--- config.mk ---
export PLATFORM = sky130hd
export DESIGN_NAME = fabulous_ha_pipe_accum
export DESIGN_NICKNAME = d
export VERILOG_FILES = /design/src/rtl/fabulous_acc_pkg.sv /design/src/rtl/fabulous_acc_seg.sv /design/src/rtl/fabulous_ha_pipe_accum.sv
export SDC_FILE = /design/constraint.sdc
export NUM_CORES = 1
export LEC_CHECK = 0
export ABC_AREA = 1
export BUFFER_PORTS_ARGS = -buffer_cell sky130_fd_sc_hd__buf_2
export CAP_MARGIN = 0
export CORE_AREA = 2 2 59 116
export CTS_CLUSTER_SIZE = 12
export DETAILED_ROUTE_END_ITERATION = 16
export DIE_AREA = 0 0 61 118
export PLACE_DENSITY = 0.8
export SLEW_MARGIN = 20
export SYNTH_ARGS = -nofsm -noshare
export SYNTH_HDL_FRONTEND = slang
export SYNTH_SLANG_ARGS = --single-unit
--- constraint.sdc ---
create_clock -name CLK -period 3.7 [get_ports CLK]
set_input_delay 0 -clock CLK [delete_from_list [all_inputs] [get_ports CLK]]
set_output_delay 0 -clock CLK [all_outputs]
set_load 0.02 [all_outputs]
--- src/rtl/fabulous_acc_pkg.sv ---
// Shared definitions for the segmented pipelined accumulator.
// Token layout and segment-count helper.
package fabulous_acc_pkg;

    localparam int TOK_VALID = 0;
    localparam int TOK_SUB   = 1;
    localparam int TOK_LOAD  = 2;
    localparam int TOK_W     = 3;

    function automatic int seg_count(input int width, input int seg_width);
        return width / seg_width;
    endfunction

endpackage

--- src/rtl/fabulous_acc_seg.sv ---
// One carry segment: half-adder ripple chain, accumulator slice,
// registered carry-out and the token that travels with the slice.
module fabulous_acc_seg
    import fabulous_acc_pkg::*;
#(
    parameter int SEG_WIDTH = 4
) (
    input  logic                 clk,
    input  logic                 sr,
    input  logic                 adv,
    input  logic [TOK_W-1:0]     tok_in,
    input  logic [SEG_WIDTH-1:0] a,
    input  logic                 cin,
    output logic [TOK_W-1:0]     tok,
    output logic [SEG_WIDTH-1:0] acc,
    output logic                 cout
);

    logic [SEG_WIDTH-1:0] b;
    logic [SEG_WIDTH-1:0] sum;
    logic                 carry;

    // Per-bit half-adder pair with propagate/generate, as in LUT4_HA
    always_comb begin
        b     = tok_in[TOK_SUB] ? ~a : a;
        sum   = '0;
        carry = cin;
        for (int i = 0; i < SEG_WIDTH; i++) begin
            sum[i] = acc[i] ^ b[i] ^ carry;
            carry  = (acc[i] & b[i]) | (carry & (acc[i] ^ b[i]));
        end
    end

    always_ff @(posedge clk) begin
        if (sr) begin
            tok  <= '0;
            acc  <= '0;
            cout <= 1'b0;
        end else if (adv) begin
            tok <= tok_in;
            if (tok_in[TOK_VALID]) begin
                if (tok_in[TOK_LOAD]) begin
                    acc  <= a;
                    cout <= 1'b0;
                end else begin
                    acc  <= sum;
                    cout <= carry;
                end
            end
        end
    end

endmodule

--- src/rtl/fabulous_ha_pipe_accum.sv ---
// Segmented pipelined accumulator: input skew, segment chain, output deskew.
// Optional sticky OVF flag built when FABULOUS_ACC_STICKY_OVF_EN is defined.
module fabulous_ha_pipe_accum
    import fabulous_acc_pkg::*;
#(
    parameter int WIDTH     = 16,
    parameter int SEG_WIDTH = 4
) (
    input  logic             CLK,
    input  logic             SR,
    input  logic             in_valid,
    output logic             in_ready,
    input  logic [WIDTH-1:0] A,
    input  logic             SUB,
    input  logic             LOAD,
    output logic             out_valid,
    input  logic             out_ready,
    output logic [WIDTH-1:0] Y,
    output logic             CO,
    output logic             OVF
);

    localparam int NSEG = seg_count(WIDTH, SEG_WIDTH);

    logic                 adv;
    logic [TOK_W-1:0]     tok     [NSEG+1];
    logic [SEG_WIDTH-1:0] slice_a [NSEG];
    logic [SEG_WIDTH-1:0] acc     [NSEG];
    logic                 cout    [NSEG];
    logic                 cin     [NSEG];

    assign adv       = !out_valid || out_ready;
    assign in_ready  = adv;
    assign out_valid = tok[NSEG][TOK_VALID];
    assign CO        = cout[NSEG-1];

    always_comb begin
        tok[0] = '0;
        if (in_valid) begin
            tok[0][TOK_VALID] = 1'b1;
            tok[0][TOK_SUB]   = SUB;
            tok[0][TOK_LOAD]  = LOAD;
        end
    end

    assign slice_a[0] = A[SEG_WIDTH-1:0];

    // Slice j waits j advances so it meets its operand's carry
    for (genvar j = 1; j < NSEG; j++) begin : g_skew
        logic [SEG_WIDTH-1:0] sk [j];
        always_ff @(posedge CLK) begin
            if (SR) begin
                for (int i = 0; i < j; i++) sk[i] <= '0;
            end else if (adv) begin
                sk[0] <= A[j*SEG_WIDTH +: SEG_WIDTH];
                for (int i = 1; i < j; i++) sk[i] <= sk[i-1];
            end
        end
        assign slice_a[j] = sk[j-1];
    end

    for (genvar k = 0; k < NSEG; k++) begin : g_seg
        if (k == 0) begin : g_cin0
            assign cin[k] = tok[0][TOK_SUB];
        end else begin : g_cink
            assign cin[k] = cout[k-1];
        end

        fabulous_acc_seg #(
            .SEG_WIDTH(SEG_WIDTH)
        ) u_seg (
            .clk   (CLK),
            .sr    (SR),
            .adv   (adv),
            .tok_in(tok[k]),
            .a     (slice_a[k]),
            .cin   (cin[k]),
            .tok   (tok[k+1]),
            .acc   (acc[k]),
            .cout  (cout[k])
        );
    end

    // Lower slices finish early and wait here for the top slice
    for (genvar k = 0; k < NSEG - 1; k++) begin : g_deskew
        localparam int D = NSEG - 1 - k;
        logic [SEG_WIDTH-1:0] ds [D];
        always_ff @(posedge CLK) begin
            if (SR) begin
                for (int i = 0; i < D; i++) ds[i] <= '0;
            end else if (adv) begin
                ds[0] <= acc[k];
                for (int i = 1; i < D; i++) ds[i] <= ds[i-1];
            end
        end
        assign Y[k*SEG_WIDTH +: SEG_WIDTH] = ds[D-1];
    end

    assign Y[(NSEG-1)*SEG_WIDTH +: SEG_WIDTH] = acc[NSEG-1];

`ifdef FABULOUS_ACC_STICKY_OVF_EN
    logic ovf_q;
    always_ff @(posedge CLK) begin
        if (SR) begin
            ovf_q <= 1'b0;
        end else if (out_valid && out_ready) begin
            if (tok[NSEG][TOK_LOAD]) ovf_q <= 1'b0;
            else if (CO)             ovf_q <= 1'b1;
        end
    end
    assign OVF = ovf_q;
`else
    assign OVF = 1'b0;
`endif

    logic unused_tok;
    assign unused_tok = ^{tok[NSEG][TOK_SUB], tok[NSEG][TOK_LOAD]};

endmodule

# Word-level counts from Yosys, hierarchy flattened
# Memory sizes are Yosys's and may differ from the RTL's.
# Cells that the tools add are included.
# word_totals
memories	6
reg_bits	30
word_cells	152
mem_bits_rw	48
out_inout_bits	20
input_bits	22
# memory_table
name	depth	word_bits	rd	rd_clocked_by_memory_dff	wr	line_no	source
g_deskew[0].ds	3	4	3	0	3	fabulous_ha_pipe_accum.sv:87	logic [SEG_WIDTH-1:0] ds [D];
g_skew[3].sk	3	4	3	0	3	fabulous_ha_pipe_accum.sv:50	logic [SEG_WIDTH-1:0] sk [j];
g_deskew[1].ds	2	4	2	0	2	fabulous_ha_pipe_accum.sv:87	
g_skew[2].sk	2	4	2	0	2	fabulous_ha_pipe_accum.sv:50	
g_deskew[2].ds	1	4	1	0	1	fabulous_ha_pipe_accum.sv:87	
g_skew[1].sk	1	4	1	0	1	fabulous_ha_pipe_accum.sv:50	
# op_classes
muxes	32
n_reduce_logical	8
bitwise	94
# op_table
op	count
4-bit 2-to-1 mux	20
1-bit AND	32
1-bit bitwise XOR	32
1-bit bitwise OR	26
4-bit NOT	4
1-bit 2-to-1 mux	11
2-bit AND reduction	4
4-bit OR reduction	2
3-bit 2-to-1 mux	1
1-bit zero test	1
1-bit logical OR	1

# Logic depth before layout (Yosys ltp)
# An unclocked memory read counts as a cell.
# depth
ltp_word	13
mapped_depth	13
depth_no_buf	12

# By module
# Synthesis repeated with hierarchy kept, for this count alone.
# unflattened
cells_unflattened	436
hier_area_um2	4150.2
# by_module_without_submodules
module	cells_each	area_each_um2	n_inst
fabulous_ha_pipe_accum	168	2138.3	1
fabulous_acc_seg	67	503.0	4

# Worst setup path after synthesis
# Ideal clock, no wire load.
# synth_path
kind	register to register
startpoint	reg g_seg[2].u_seg.tok[1]
endpoint	reg g_seg[3].u_seg.acc[3]
period_less_slack_ns	2.473
required_time_ns	3.584
setup_time_ns	0.116
n_path_buf	1
t_arrival_ns	2.357
path_stages_with_launch	14
setup_slack_ns	1.227
cell_sequence	dfxtp_1 -> clkbuf_1 -> xnor2_1 -> fa_1 -> inv_1 -> fa_1 -> inv_1 -> fa_1 -> inv_1 -> fa_1 -> nand2_1 -> nand2_1 -> o21ai_0 -> nor2_1
# synth_between
elab_chain_len	10
word_cells_on_any_way	16
cone_classes	2 x mux; 14 x bitwise
# synth_rtl
element	line_no	source
start, declared	fabulous_acc_seg.sv:14	output logic [TOK_W-1:0] tok,
start signal, assigned	fabulous_acc_seg.sv:40	tok <= tok_in;
4-bit 2-to-1 mux *	fabulous_acc_seg.sv:25	b = tok_in[TOK_SUB] ? ~a : a;
1-bit bitwise XOR	fabulous_acc_seg.sv:30	carry = (acc[i] & b[i]) | (carry & (acc[i] ^ b[i]));
1-bit AND	fabulous_acc_seg.sv:30	
1-bit bitwise OR	fabulous_acc_seg.sv:30	
1-bit AND	fabulous_acc_seg.sv:30	
1-bit bitwise OR	fabulous_acc_seg.sv:30	
1-bit AND	fabulous_acc_seg.sv:30	
1-bit bitwise OR	fabulous_acc_seg.sv:30	
1-bit bitwise XOR *	fabulous_acc_seg.sv:29	sum[i] = acc[i] ^ b[i] ^ carry;
4-bit 2-to-1 mux *	fabulous_acc_seg.sv:42	if (tok_in[TOK_LOAD]) begin
end signal, assigned	fabulous_acc_seg.sv:46	acc <= sum;
end, declared	fabulous_acc_seg.sv:15	output logic [SEG_WIDTH-1:0] acc,
# Every way passes the cells marked *; elsewhere a longest branch is shown, timed or not.
# A chain may end at the register's enable or synchronous reset.

# Final worst setup path
# Ends and elaborated chain as after synthesis.

==> Flow_metrics.wiki <==
{| class="wikitable"
! Metric !! Value
|-
| Number of port buffers || 40
|-
| Post-synthesis instance area || 3690 µm²
|-
| Total nets after synthesis || 434
|-
| Result of the run || completed
|-
| Final layout net count || 474
|-
| Crit path cell chain || xnor2_1 -> fa_1 -> inv_1 -> fa_1 -> inv_1 -> fa_1 -> inv_1 -> fa_1 -> nand2_1 -> nand2_1 -> o21ai_0 -> nor2_1
|-
| Initial antenna violation count || 0
|-
| Clock network power share || 0.457
|-
| HP Class || in -> reg
|-
| Post-route worst hold slack || 0.00856 ns
|-
| Wire length of the first global-routing pass || 10,800 µm
|-
| Number of library cell types mapped by synthesis || 19
|-
| Total wire length || 6320 µm
|-
| Maximum root-to-sink buffer count || 2
|-
| Tcrit/Tclk final || 0.689
|-
| Synthesis Warnings || 0
|-
| Internal portion of total power || 1.71 mW
|-
| Post-route cell area || 4330 µm²
|-
| Worst-margin pin slew || 0.976 ns
|-
| DRT antenna net count || 0
|-
| IO Count || 42
|-
| CORE AREA || 6310 µm²
|-
| Horizontal die dimension || 61 µm
|-
| Most used cells in the layout excluding fill and tap cells || sky130_fd_sc_hd__nor2_1 (83), sky130_fd_sc_hd__inv_1 (82), sky130_fd_sc_hd__nand2_1 (53), sky130_fd_sc_hd__edfxtp_1 (48), sky130_fd_sc_hd__buf_2 (40)
|-
| Diode insertion count for antenna repair || 0
|-
| Seq cells post-synth || 78
|-
| Kind of cell adding the most delay to the critical path || adder cells
|-
| Setup_tns || 0 ns
|-
| Final Max Tran Viols || 0
|-
| Max_slew headroom || 0.347
|-
| Relative contribution of sequential cells to total power || 0.452
|-
| Combinational group share of total power || 0.091
|-
| Data arrival time of the critical path || 2.77 ns
|-
| Cell leakage power || 2.03 nW
|-
| Kind of end point of the critical path || flop
|-
| Worst clock skew on the final layout || 0.00305 ns
|-
| Violation count after the first detailed-route iteration || 79
|-
| Final weighted congestion in routability-driven placement || 0.799
|-
| Vertical die dimension || 118 µm
|-
| Largest net degree at the start of global routing || 55
|-
| Mean instance size in the synthesized netlist || 9.30 µm²
|-
| Count of cells resized by post-cts repair || 0
|-
| Final Critical Period || 2.55 ns
|-
| Number of sinks handled by clock tree synthesis || 78
|-
| Switching share of power || 0.221
|-
| Cell seen most often among critical-path stages || sky130_fd_sc_hd__fa_1
|-
| Maximum fanout along the worst path || 5
|-
| Sequential-to-total area share from yosys stat || 0.553
|-
| CTS buffer count || 9
|-
| Max-Cap Viols || 0
|-
| Total global routing overflow || 0
|-
| Max rail drop VDD || 0.337 mV
|-
| Starting density of the core || 0.585
|-
| Slowest stage delay, CP || 0.45 ns
|-
| Setup repair after global routing missed its margin || false
|-
| Required @ worst endpoint || 3.92 ns
|-
| Placed Area || 3860 µm²
|-
| Post-cts hold buffer count || 13
|-
| Pre-Repair DR Iteration Count || 4
|-
| Achievable frequency || 392 MHz
|-
| CTS tree || built
|-
| Share of cells above drive strength 1 || 0.145
|-
| Residual DRC count || 0
|-
| Total global routing track utilization || 0.205
|-
| Worst skew pair latency || 0.33 ns
|-
| Slowest cell on crit path || sky130_fd_sc_hd__dfxtp_1
|-
| Total buffers and inverters traversed by the critical path || 3
|-
| Via count of the first global-routing pass || 2,484
|-
| H-tree depth || 3
|-
| Final Hold Fails || 0
|-
| Startpoint class of the critical path || flop
|-
| Power density over cell area || 506 nW/µm²
|-
| Hpwl dp || 4180 µm
|-
| Sw power || 485 µW
|-
| Die area || 7200 µm²
|-
| Final-report setup violation count || 0
|-
| Number of cell rows || 41
|-
| Gate count of the mapped netlist || 397
|-
| Clock root buffer master || sky130_fd_sc_hd__clkbuf_16
|-
| Number of buffers added for setup after CTS || 0
|-
| Area growth from synthesis to layout || 17.4%
|-
| Routed len/inst || 12.0 µm
|-
| Most common library cell in the layout ignoring fill and taps || sky130_fd_sc_hd__nor2_1
|-
| Setup Crit Path Kind || reg -> reg
|-
| Register clock-pin slew on the reported worst setup and hold paths || 0.06 ns
|-
| Via-to-Cell Ratio || 4.75
|-
| Number of vias in the routed layout || 2,508
|}
worst paths after layout:
kind	depth (start not counted)	slack, ns	to	startpoint
min	5	0.009	g_seg[0].u_seg.acc[2]	A[2]
max	12	1.15	g_seg[3].u_seg.acc[3]	g_seg[2].u_seg.tok[1]
min reg2reg	2	0.47	g_seg[1].u_seg.tok[0]	g_seg[1].u_seg.tok[0]
max reg2reg	12	1.15	g_seg[3].u_seg.acc[3]	g_seg[2].u_seg.tok[1]
area by class of cell:
type / instances / area, µm²
clock buffer: 9 / 225
clock inverter: 7 / 121
fill: 496 / 1980
inverter: 84 / 315
multi-input combinational: 211 / 1190
sequential: 78 / 2040
tap: 86 / 108
timing repair buffer: 53 / 330
synthesized netlist by cell type:
library cell,instances,area [µm²]
sky130_fd_sc_hd__a21oi_1,7,35.0
sky130_fd_sc_hd__inv_2,2,7.51
sky130_fd_sc_hd__nand2_1,53,199
sky130_fd_sc_hd__o22ai_1,6,37.5
sky130_fd_sc_hd__dfxtp_1,30,601
sky130_fd_sc_hd__nor2_1,83,312
sky130_fd_sc_hd__clkbuf_1,3,11.3
sky130_fd_sc_hd__xor2_1,8,70.1
sky130_fd_sc_hd__buf_4,13,97.6
sky130_fd_sc_hd__nand2_4,1,11.3
sky130_fd_sc_hd__conb_1,1,3.75
sky130_fd_sc_hd__fa_1,15,300
sky130_fd_sc_hd__xnor2_1,7,61.3
sky130_fd_sc_hd__nand2_2,5,31.3
sky130_fd_sc_hd__inv_1,82,308
sky130_fd_sc_hd__edfxtp_1,48,1440
sky130_fd_sc_hd__o21ai_0,23,115
sky130_fd_sc_hd__buf_2,8,40.0
sky130_fd_sc_hd__nand3_1,2,10.0
per-stage QoR:
step / cells / total power, mW / utilization / setup slack, ns
finish: 528 / 2.19 / 0.687 / 1.15
global route: 528 / 2.29 / 0.687 / 0.986
global placement: 499 / 1.18 / 0.610 / 1.29
floorplan: 397 / 1.15 / - / 1.23
detailed placement: 499 / 1.20 / 0.611 / 1.14
CTS: 528 / 2.21 / 0.687 / 1.13
worst register-to-register path: stages, from the launching register on:
cell,delay [ns]
sky130_fd_sc_hd__dfxtp_1,0.45
sky130_fd_sc_hd__xnor2_1,0.14
sky130_fd_sc_hd__fa_1,0.41
sky130_fd_sc_hd__inv_1,0.08
sky130_fd_sc_hd__fa_1,0.16
sky130_fd_sc_hd__inv_1,0.05
sky130_fd_sc_hd__fa_1,0.35
sky130_fd_sc_hd__inv_1,0.08
sky130_fd_sc_hd__fa_1,0.41
sky130_fd_sc_hd__nand2_1,0.08
sky130_fd_sc_hd__nand2_1,0.04
sky130_fd_sc_hd__o21ai_0,0.14
sky130_fd_sc_hd__nor2_1,0.06
metal layers:
layer | wire length [µm] | vias up | share of wire | track usage
met2 | 3560 | 53 | 0.56 | 0.341
met3 | 199 | 14 | 0.031 | 0.0604
met5 | 0 | - | 0 | 0
li1 | - | 1268 | - | -
met1 | 2410 | 1173 | 0.38 | 0.230
met4 | 140 | 0 | 0.022 | 0.0965
power groups by stage:
stage	combinational (mW)	sequential, mW	clock, mW
after floorplan	0.145	1.00	0
after global placement	0.175	1.01	0
after detailed placement	0.188	1.01	0
after CTS	0.199	0.991	1.02
after global routing	0.232	0.996	1.07
final	0.200	0.991	1.00
registers in the layout (all words and copies together), names as in the netlist:
register	cells
g_deskew.ds	24
g_seg.u_seg.acc	16
g_seg.u_seg.cout	4
g_seg.u_seg.tok	10
g_skew.sk	24
cell families (layout without fill, tap and decap cells):
group	count (synthesis)	in the layout	synth area share
adders and majority gates	15	15	0.0813
xor gates and xnor gates	15	15	0.0356
and+or+nand+nor	144	144	0.152
AOI/OAI and AO/OA	36	36	0.0508
DFF	78	78	0.553
other	1	1	0.00102
buffers and inverters	108	153	0.126
(Power assumes the default switching activity.)
